===== src/rtl/uart_tx_6b.sv =====
// uart_tx_6b -- serial UART transmitter for the FPGA tester.
// Frames one DATA_BITS-wide word as: start bit (0), data LSB-first, optional
// even-parity bit, stop bit (1). All outputs are registered.
// Optional feature: define UART_TX_PARITY_EN to insert the parity bit
// (frame = DATA_BITS+3 bits); left undefined the frame is DATA_BITS+2 bits.
module uart_tx_6b #(
   parameter int CLKS_PER_BIT = 217,   // clock cycles per serial bit, >= 2
   parameter int DATA_BITS    = 6      // data bits per frame
) (
   input  logic                 in_clk,
   input  logic                 in_rst,      // asynchronous, active-low
   input  logic [DATA_BITS-1:0] in_mem,
   input  logic                 in_utx_st,
   output logic                 out_rx,      // serial TX line, idle high
   output logic                 out_utx_bs,  // busy for the whole frame
   output logic                 out_utx_rd   // one-cycle done pulse
);

   localparam int BAUD_W = (CLKS_PER_BIT > 1) ? $clog2(CLKS_PER_BIT) : 1;
   localparam int BIT_W  = (DATA_BITS > 1) ? $clog2(DATA_BITS) : 1;

   localparam logic [BAUD_W-1:0] BAUD_LAST = BAUD_W'(CLKS_PER_BIT - 1);
   localparam logic [BIT_W-1:0]  BIT_LAST  = BIT_W'(DATA_BITS - 1);

   typedef enum logic [2:0] {
      ST_IDLE   = 3'd0,
      ST_START  = 3'd1,
      ST_DATA   = 3'd2,
`ifdef UART_TX_PARITY_EN
      ST_PARITY = 3'd3,
`endif
      ST_STOP   = 3'd4
   } state_t;

   state_t                state_reg;
   logic [BAUD_W-1:0]     baud_cnt_reg;
   logic [BIT_W-1:0]      bit_cnt_reg;
   logic [DATA_BITS-1:0]  shift_reg;
   logic                  tx_reg;
   logic                  busy_reg;
   logic                  done_reg;
`ifdef UART_TX_PARITY_EN
   logic                  parity_reg;
`endif

   // the baud counter wraps to zero at every bit boundary
   logic bit_end;
   assign bit_end = (baud_cnt_reg == BAUD_LAST);

   // frame sequencer: the next line level is decided one edge ahead so out_rx
   // changes exactly on the bit boundary and is driven straight from a flop
   always_ff @(posedge in_clk or negedge in_rst) begin
      if (!in_rst) begin
         state_reg    <= ST_IDLE;
         baud_cnt_reg <= '0;
         bit_cnt_reg  <= '0;
         shift_reg    <= '0;
         tx_reg       <= 1'b1;
         busy_reg     <= 1'b0;
         done_reg     <= 1'b0;
`ifdef UART_TX_PARITY_EN
         parity_reg   <= 1'b0;
`endif
      end else begin
         // done is a single-cycle pulse unless the stop bit re-asserts it
         done_reg <= 1'b0;

         case (state_reg)
            ST_IDLE: begin
               baud_cnt_reg <= '0;
               bit_cnt_reg  <= '0;
               tx_reg       <= 1'b1;
               busy_reg     <= 1'b0;
               // level-sampled start; also accepted in the done cycle, which
               // gives back-to-back frames with no extra idle time
               if (in_utx_st) begin
                  shift_reg  <= in_mem;
`ifdef UART_TX_PARITY_EN
                  parity_reg <= ^in_mem;
`endif
                  tx_reg     <= 1'b0;
                  busy_reg   <= 1'b1;
                  state_reg  <= ST_START;
               end
            end

            ST_START: begin
               if (bit_end) begin
                  baud_cnt_reg <= '0;
                  bit_cnt_reg  <= '0;
                  tx_reg       <= shift_reg[0];
                  shift_reg    <= shift_reg >> 1;
                  state_reg    <= ST_DATA;
               end else begin
                  baud_cnt_reg <= baud_cnt_reg + 1'b1;
               end
            end

            ST_DATA: begin
               if (bit_end) begin
                  baud_cnt_reg <= '0;
                  if (bit_cnt_reg == BIT_LAST) begin
                     bit_cnt_reg <= '0;
`ifdef UART_TX_PARITY_EN
                     tx_reg      <= parity_reg;
                     state_reg   <= ST_PARITY;
`else
                     tx_reg      <= 1'b1;
                     state_reg   <= ST_STOP;
`endif
                  end else begin
                     bit_cnt_reg <= bit_cnt_reg + 1'b1;
                     tx_reg      <= shift_reg[0];
                     shift_reg   <= shift_reg >> 1;
                  end
               end else begin
                  baud_cnt_reg <= baud_cnt_reg + 1'b1;
               end
            end

`ifdef UART_TX_PARITY_EN
            ST_PARITY: begin
               if (bit_end) begin
                  baud_cnt_reg <= '0;
                  tx_reg       <= 1'b1;
                  state_reg    <= ST_STOP;
               end else begin
                  baud_cnt_reg <= baud_cnt_reg + 1'b1;
               end
            end
`endif

            ST_STOP: begin
               if (bit_end) begin
                  baud_cnt_reg <= '0;
                  busy_reg     <= 1'b0;
                  done_reg     <= 1'b1;
                  state_reg    <= ST_IDLE;
               end else begin
                  baud_cnt_reg <= baud_cnt_reg + 1'b1;
               end
            end

            default: begin
               // unreachable encodings fall back to a quiet idle line
               baud_cnt_reg <= '0;
               bit_cnt_reg  <= '0;
               tx_reg       <= 1'b1;
               busy_reg     <= 1'b0;
               state_reg    <= ST_IDLE;
            end
         endcase
      end
   end

   assign out_rx     = tx_reg;
   assign out_utx_bs = busy_reg;
   assign out_utx_rd = done_reg;

endmodule


===== config.mk =====
export PLATFORM = sky130hd
export DESIGN_NAME = uart_tx_6b
export DESIGN_NICKNAME = d
export VERILOG_FILES = /design/src/rtl/uart_tx_6b.sv
export SDC_FILE = /design/constraint.sdc
export NUM_CORES = 1
export LEC_CHECK = 0
export ABC_AREA = 1
export BUFFER_PORTS_ARGS = -buffer_cell sky130_fd_sc_hd__buf_2
export CAP_MARGIN = 40
export CORE_MARGIN = 5
export CORE_UTILIZATION = 51
export CTS_CLUSTER_SIZE = 10
export DETAILED_ROUTE_END_ITERATION = 8
export PLACE_DENSITY = 0.7
export SKIP_CTS_REPAIR_TIMING = 1
export SKIP_LAST_GASP = 1
export SLEW_MARGIN = 10
export SYNTH_ARGS = -nofsm -noshare
export SYNTH_HDL_FRONTEND = slang
export SYNTH_SLANG_ARGS = --single-unit

===== constraint.sdc =====
create_clock -name in_clk -period 2.2 [get_ports in_clk]
set_clock_uncertainty 0.2 [all_clocks]
set_input_delay 0.22 -clock in_clk [delete_from_list [all_inputs] [get_ports in_clk]]
set_output_delay 0.22 -clock in_clk [all_outputs]
set_load 0.05 [all_outputs]

# After elaboration in Yosys (flattened, before gate mapping)
# Cells that the tools add are included.
word_totals:
  ff_bits: 23
  latch_bits: 0
  ram_bits: 0
  romBits: 0
  in_bits: 9
  out_inout_bits: 3
  wordCells: 56
  memories: 0
classes:
  add_sub_neg: 2
  n_mul: 0
  div: 0
  n_lt_le_gt_ge: 0
  n_eq_ne: 11
  shift: 0
  n_mux: 26
  n_bitwise: 2
  reduce_logical: 8
op_table:
  columns: ["operator", "n"]
  rows:
  - ["$mux W6", 4]
  - ["$mux W3", 7]
  - ["$pmux W6 S3", 1]
  - ["$mux W8", 2]
  - ["$ne A2 B2 Y1 const B", 6]
  - ["$pmux W3 S4", 1]
  - ["$reduce_and A5 Y1", 2]
  - ["$pmux W3 S3", 1]
  - ["$add A8 B1 Y8 const B", 1]
  - ["$eq A8 B8 Y1 const B", 1]
  - ["$mux W1", 8]
  - ["$eq A3 B3 Y1 const B", 2]
  - ["$pmux W1 S4", 1]
  - ["$add A3 B1 Y3 const B", 1]
  - ["$eq A3 B1 Y1 const B", 1]
  - ["$eq A3 B2 Y1 const B", 1]
  - ["$logic_not A3 Y1", 1]
  - ["$pmux W1 S3", 1]
  - ["$reduce_and A3 Y1", 1]
  - ["$reduce_bool A3 Y1", 1]
  - ["$reduce_or A3 Y1", 1]
  - ["$not A1 Y1", 2]
  - ["$reduce_and A2 Y1", 1]
  - ["$reduce_or A2 Y1", 1]

# Depth between registers and ports, before layout
depth:
  ltp_word: 4
  ltp_mapped: 9
  ltp_nobuf: 9

# Worst setup path after synthesis
# No wires, ideal clock.
synth_path:
  path_type: "flip-flop to flip-flop"
  startpoint: "register baud_cnt_reg[0]"
  endpoint: "register shift_reg[0]"
  arrival_time_ns: 1.174
  slack_ns: 0.709
  stages_incl_launch_ff: 10
  path_buffers: 0
  synth_period_minus_slack_ns: 1.491
  cell_sequence: "dfrtp_1 inv_1 ha_1 inv_1 nor2_1 nand2_2 nand2_4 nand3_4 nand2_1 nand2_1"
synth_via:
  elab_chain_len: 3
  word_cells_on_any_way: 4
synth_lines:
  columns: ["item", "line_no", "rtl"]
  rows:
  - ["start, declared", "36", "logic [BAUD_W-1:0] baud_cnt_reg;"]
  - ["start signal, assigned", "95", "baud_cnt_reg <= baud_cnt_reg + 1'b1;"]
  - ["start signal, assigned", "117", "baud_cnt_reg <= baud_cnt_reg + 1'b1;"]
  - ["start signal, assigned", "140", "baud_cnt_reg <= baud_cnt_reg + 1'b1;"]
  - ["$eq A8 B8 Y1 (*)", "48", "assign bit_end = (baud_cnt_reg == BAUD_LAST);"]
  - ["$ne A2 B2 Y1 (no source line)", null, null]
  - ["$reduce_and A5 Y1 (no source line) (*)", null, null]
  - ["end signal, assigned", "77", "shift_reg <= in_mem;"]
  - ["end signal, assigned", "92", "shift_reg <= shift_reg >> 1;"]
  - ["end signal, assigned", "114", "shift_reg <= shift_reg >> 1;"]
  - ["end, declared", "38", "logic [DATA_BITS-1:0] shift_reg;"]
# Every way passes the cells marked *; elsewhere a longest branch is shown, timed or not.
# A chain may end at the register's enable or synchronous reset.

# Worst setup path after layout
layout_path:
  startpoint: "register baud_cnt_reg[0]"
  endpoint: "register shift_reg[4]"
# The elaborated chain is that of the path after synthesis.

==> run_results.csv <==
group,metric,value,unit
sta,maxSlewHeadroom,65.87,%
pwr,total_power,1.833,mW
clock_network,cts_inserted_buffers,3,
layout,most-common-layout-cells,"53 x nand2_1, 22 x dfrtp_1, 20 x nor2_1, 19 x nand3_1, 17 x inv_1",
yosys,synth_top_area_cell,"dfrtp_1",
yosys,synthFlopType,"dfrtp_1",
global_route,grt-ovfl-total,0,
flow_run,drv_cap,0,
clock_network,clkTransAtPathRegs,0.12,ns
setup_path,crit_fanout,7,
layout,largest_reg_flops,8,
place,dp_slack,0.5964,ns
pwr,peakVddDrop,0.8241,mV
place,port_buffers,11,
yosys,syn_avg_cell_area,7.711,µm²
sta,fmax,0.6145,GHz
layout,final_common_cell,"nand2_1",
sta,setup_ws,0.5727,ns
yosys,synth_top_area_share,44.62,%
global_route,grt_pass1_wl,4.347,mm
layout,area_delta_synth_final,11.05,%
clock_network,numClockSinks,23,
yosys,async_flop_share,100.0,%
sta,finalCritPeriodShare,73.97,%
detailed_routing,routed-via-count,1052,
detailed_routing,via_per_inst,5.132,
sta,hold_violations,0,
detailed_routing,wl,2.322,mm
clock_network,clk_latency,0.30,ns
clock_network,clk_path_buf_depth,2,
clock_network,cts-root-buf,"clkbuf_4",
yosys,synthCells,160,
yosys,netlist_area,1234,µm²
detailed_routing,drtIter0Drc,36,
hold_path,hp-start,"in_utx_st",
detailed_routing,drc,0,
run_status,status,"finished, final reports clean",
sta,tightest_slew,0.5119,ns
place,post_dp_cell_area,1324,µm²
detailed_routing,ant_nets,0,
place,place_congestion,0.7768,
setup_path,startpoint_type,"flip-flop",
setup_path,cp.arrival,1.64,ns
sta,setup_violations,0,
floorplan,die_x,59.19,µm
layout,diodes,0,
floorplan,start_util,54.72,%
sta,rsz0062_at_grt,"false",
layout,drive_above_1_share,14.12,%
place,dpl.hpwl,1.761,mm
global_route,grt_max_degree,24,
sta,post-route-min-period,1.627,ns
floorplan,std_cell_rows,17,
yosys,synth.area.top_cells,"dfrtp_1 45%, nand2_1 16%, nand3_1 7.7%",
setup_path,timing.rr.start,"baud_cnt_reg[0]",
global_route,grt_pass1_vias,1032,
detailed_routing,drt_first_pass_iters,4,
global_route,track_usage,16.11,%
setup_path,crit_start,"baud_cnt_reg[0]",
layout,fin_util,60.77,%
clock_network,cts_tree,"built",
yosys,ys_seq_area_share,46.75,%
setup_path,path_class,"reg -> reg",
clock_network,cts.htree.levels,1,
sta,tns,0,ns
setup_path,end_kind,"flip-flop",
pwr,p_leak,0.7310,nW
yosys,synth_edf_count,0,
detailed_routing,avgRoutedWirePerCell,11.33,µm
floorplan,coreArea,2255,µm²
yosys,yosys.cell_types.count,21,
sta,maxSlewViolCount,0,
hold_path,hold_class,"in -> reg",
yosys,synth-seq-cells,23,
global_route,antenna_found_initial,0,
floorplan,io_pins,12,
yosys,synth_warnings,0,
floorplan,die-area,3503,µm²
setup_path,cp.required,2.21,ns
layout,fin_area,1370,µm²
layout,layout.nets,189,
yosys,synth_nets,171,
floorplan,die_h,59.19,µm
pwr,power_density,1338,nW/µm²
## cells in the mapped netlist, types with 2 or more instances
library cell / n
xor2_1: 3
nand3_1: 19
o21ai_1: 2
inv_2: 2
o21ai_0: 3
dfrtp_1: 22
ha_1: 2
inv_1: 17
nand3_2: 2
nand2_1: 53
nor3_1: 4
nor2_1: 20
nand2_4: 3
## where the power goes
group | switching [mW] | internal, mW | leakage [nW]
Sequential | 0.0885 | 0.553 | 0.303
Clock | 0.125 | 0.0707 | 0.0150
Combinational | 0.680 | 0.316 | 0.413
## critical path: stages, from the launching register on
cell and delay (ns):
dfrtp_1 0.43, inv_1 0.07, ha_1 0.13, inv_1 0.04, nor2_1 0.13, nand2_2 0.14, nand2_4 0.14, nand3_4 0.11
nand2_1 0.08, nand2_1 0.05
## layer usage
| layer | up-vias | share of wire [%] | track usage (%) | wire length [µm] |
|---|---|---|---|---|
| met5 | - | 0 | 0 | 0 |
| met4 | 0 | 1.9 | 6.796 | 44 |
| met3 | 4 | 3.6 | 1.961 | 83 |
| met2 | 19 | 44 | 24.34 | 1018 |
| met1 | 488 | 51 | 23.09 | 1176 |
| li1 | 541 | - | - | - |
## stage by stage
| step | hold WS [ns] | cells |
|---|---|---|
| floorplan | -0.2756 | 160 |
| global placement | 0.01757 | 199 |
| detailed placement | 0.02231 | 199 |
| CTS | -0.3358 | 203 |
| global route | 0.07628 | 205 |
| finish | 0.05259 | 205 |
## cell families (layout without fill, tap and decap cells)
logic type | count (synthesis) | in the layout | share of synthesized area, %
AO/OA/AOI/OAI | 7 | 7 | 3.752
XOR/XNOR | 4 | 4 | 2.840
adder cells (fa/ha/maj) | 2 | 2 | 2.028
buffers and inverters | 19 | 36 | 5.781
flip-flops | 23 | 23 | 46.76
AND/OR/NAND/NOR | 105 | 105 | 38.84
## final timing paths
kind | cells after the start | end | slack (ns)
worst max-delay path | 9 | shift_reg[4] | 0.57
worst min-delay path | 5 | shift_reg[5] | 0.05
worst min register to register | 2 | out_rx | 0.28
worst max register to register | 9 | shift_reg[4] | 0.57
min in group asynchronous | 2 | baud_cnt_reg[3] | 0.20
max in group asynchronous | 2 | out_rx | 1.24
## layout make-up
type	count	area (µm²)
clock buffer	4	26.28
fill	236	884.6
inverter	19	71.32
multi-input combinational	118	585.6
sequential	23	576.8
tap	28	35.03
timing repair buffer	13	75.07
Note: power is estimated with default switching activity, not from simulation.
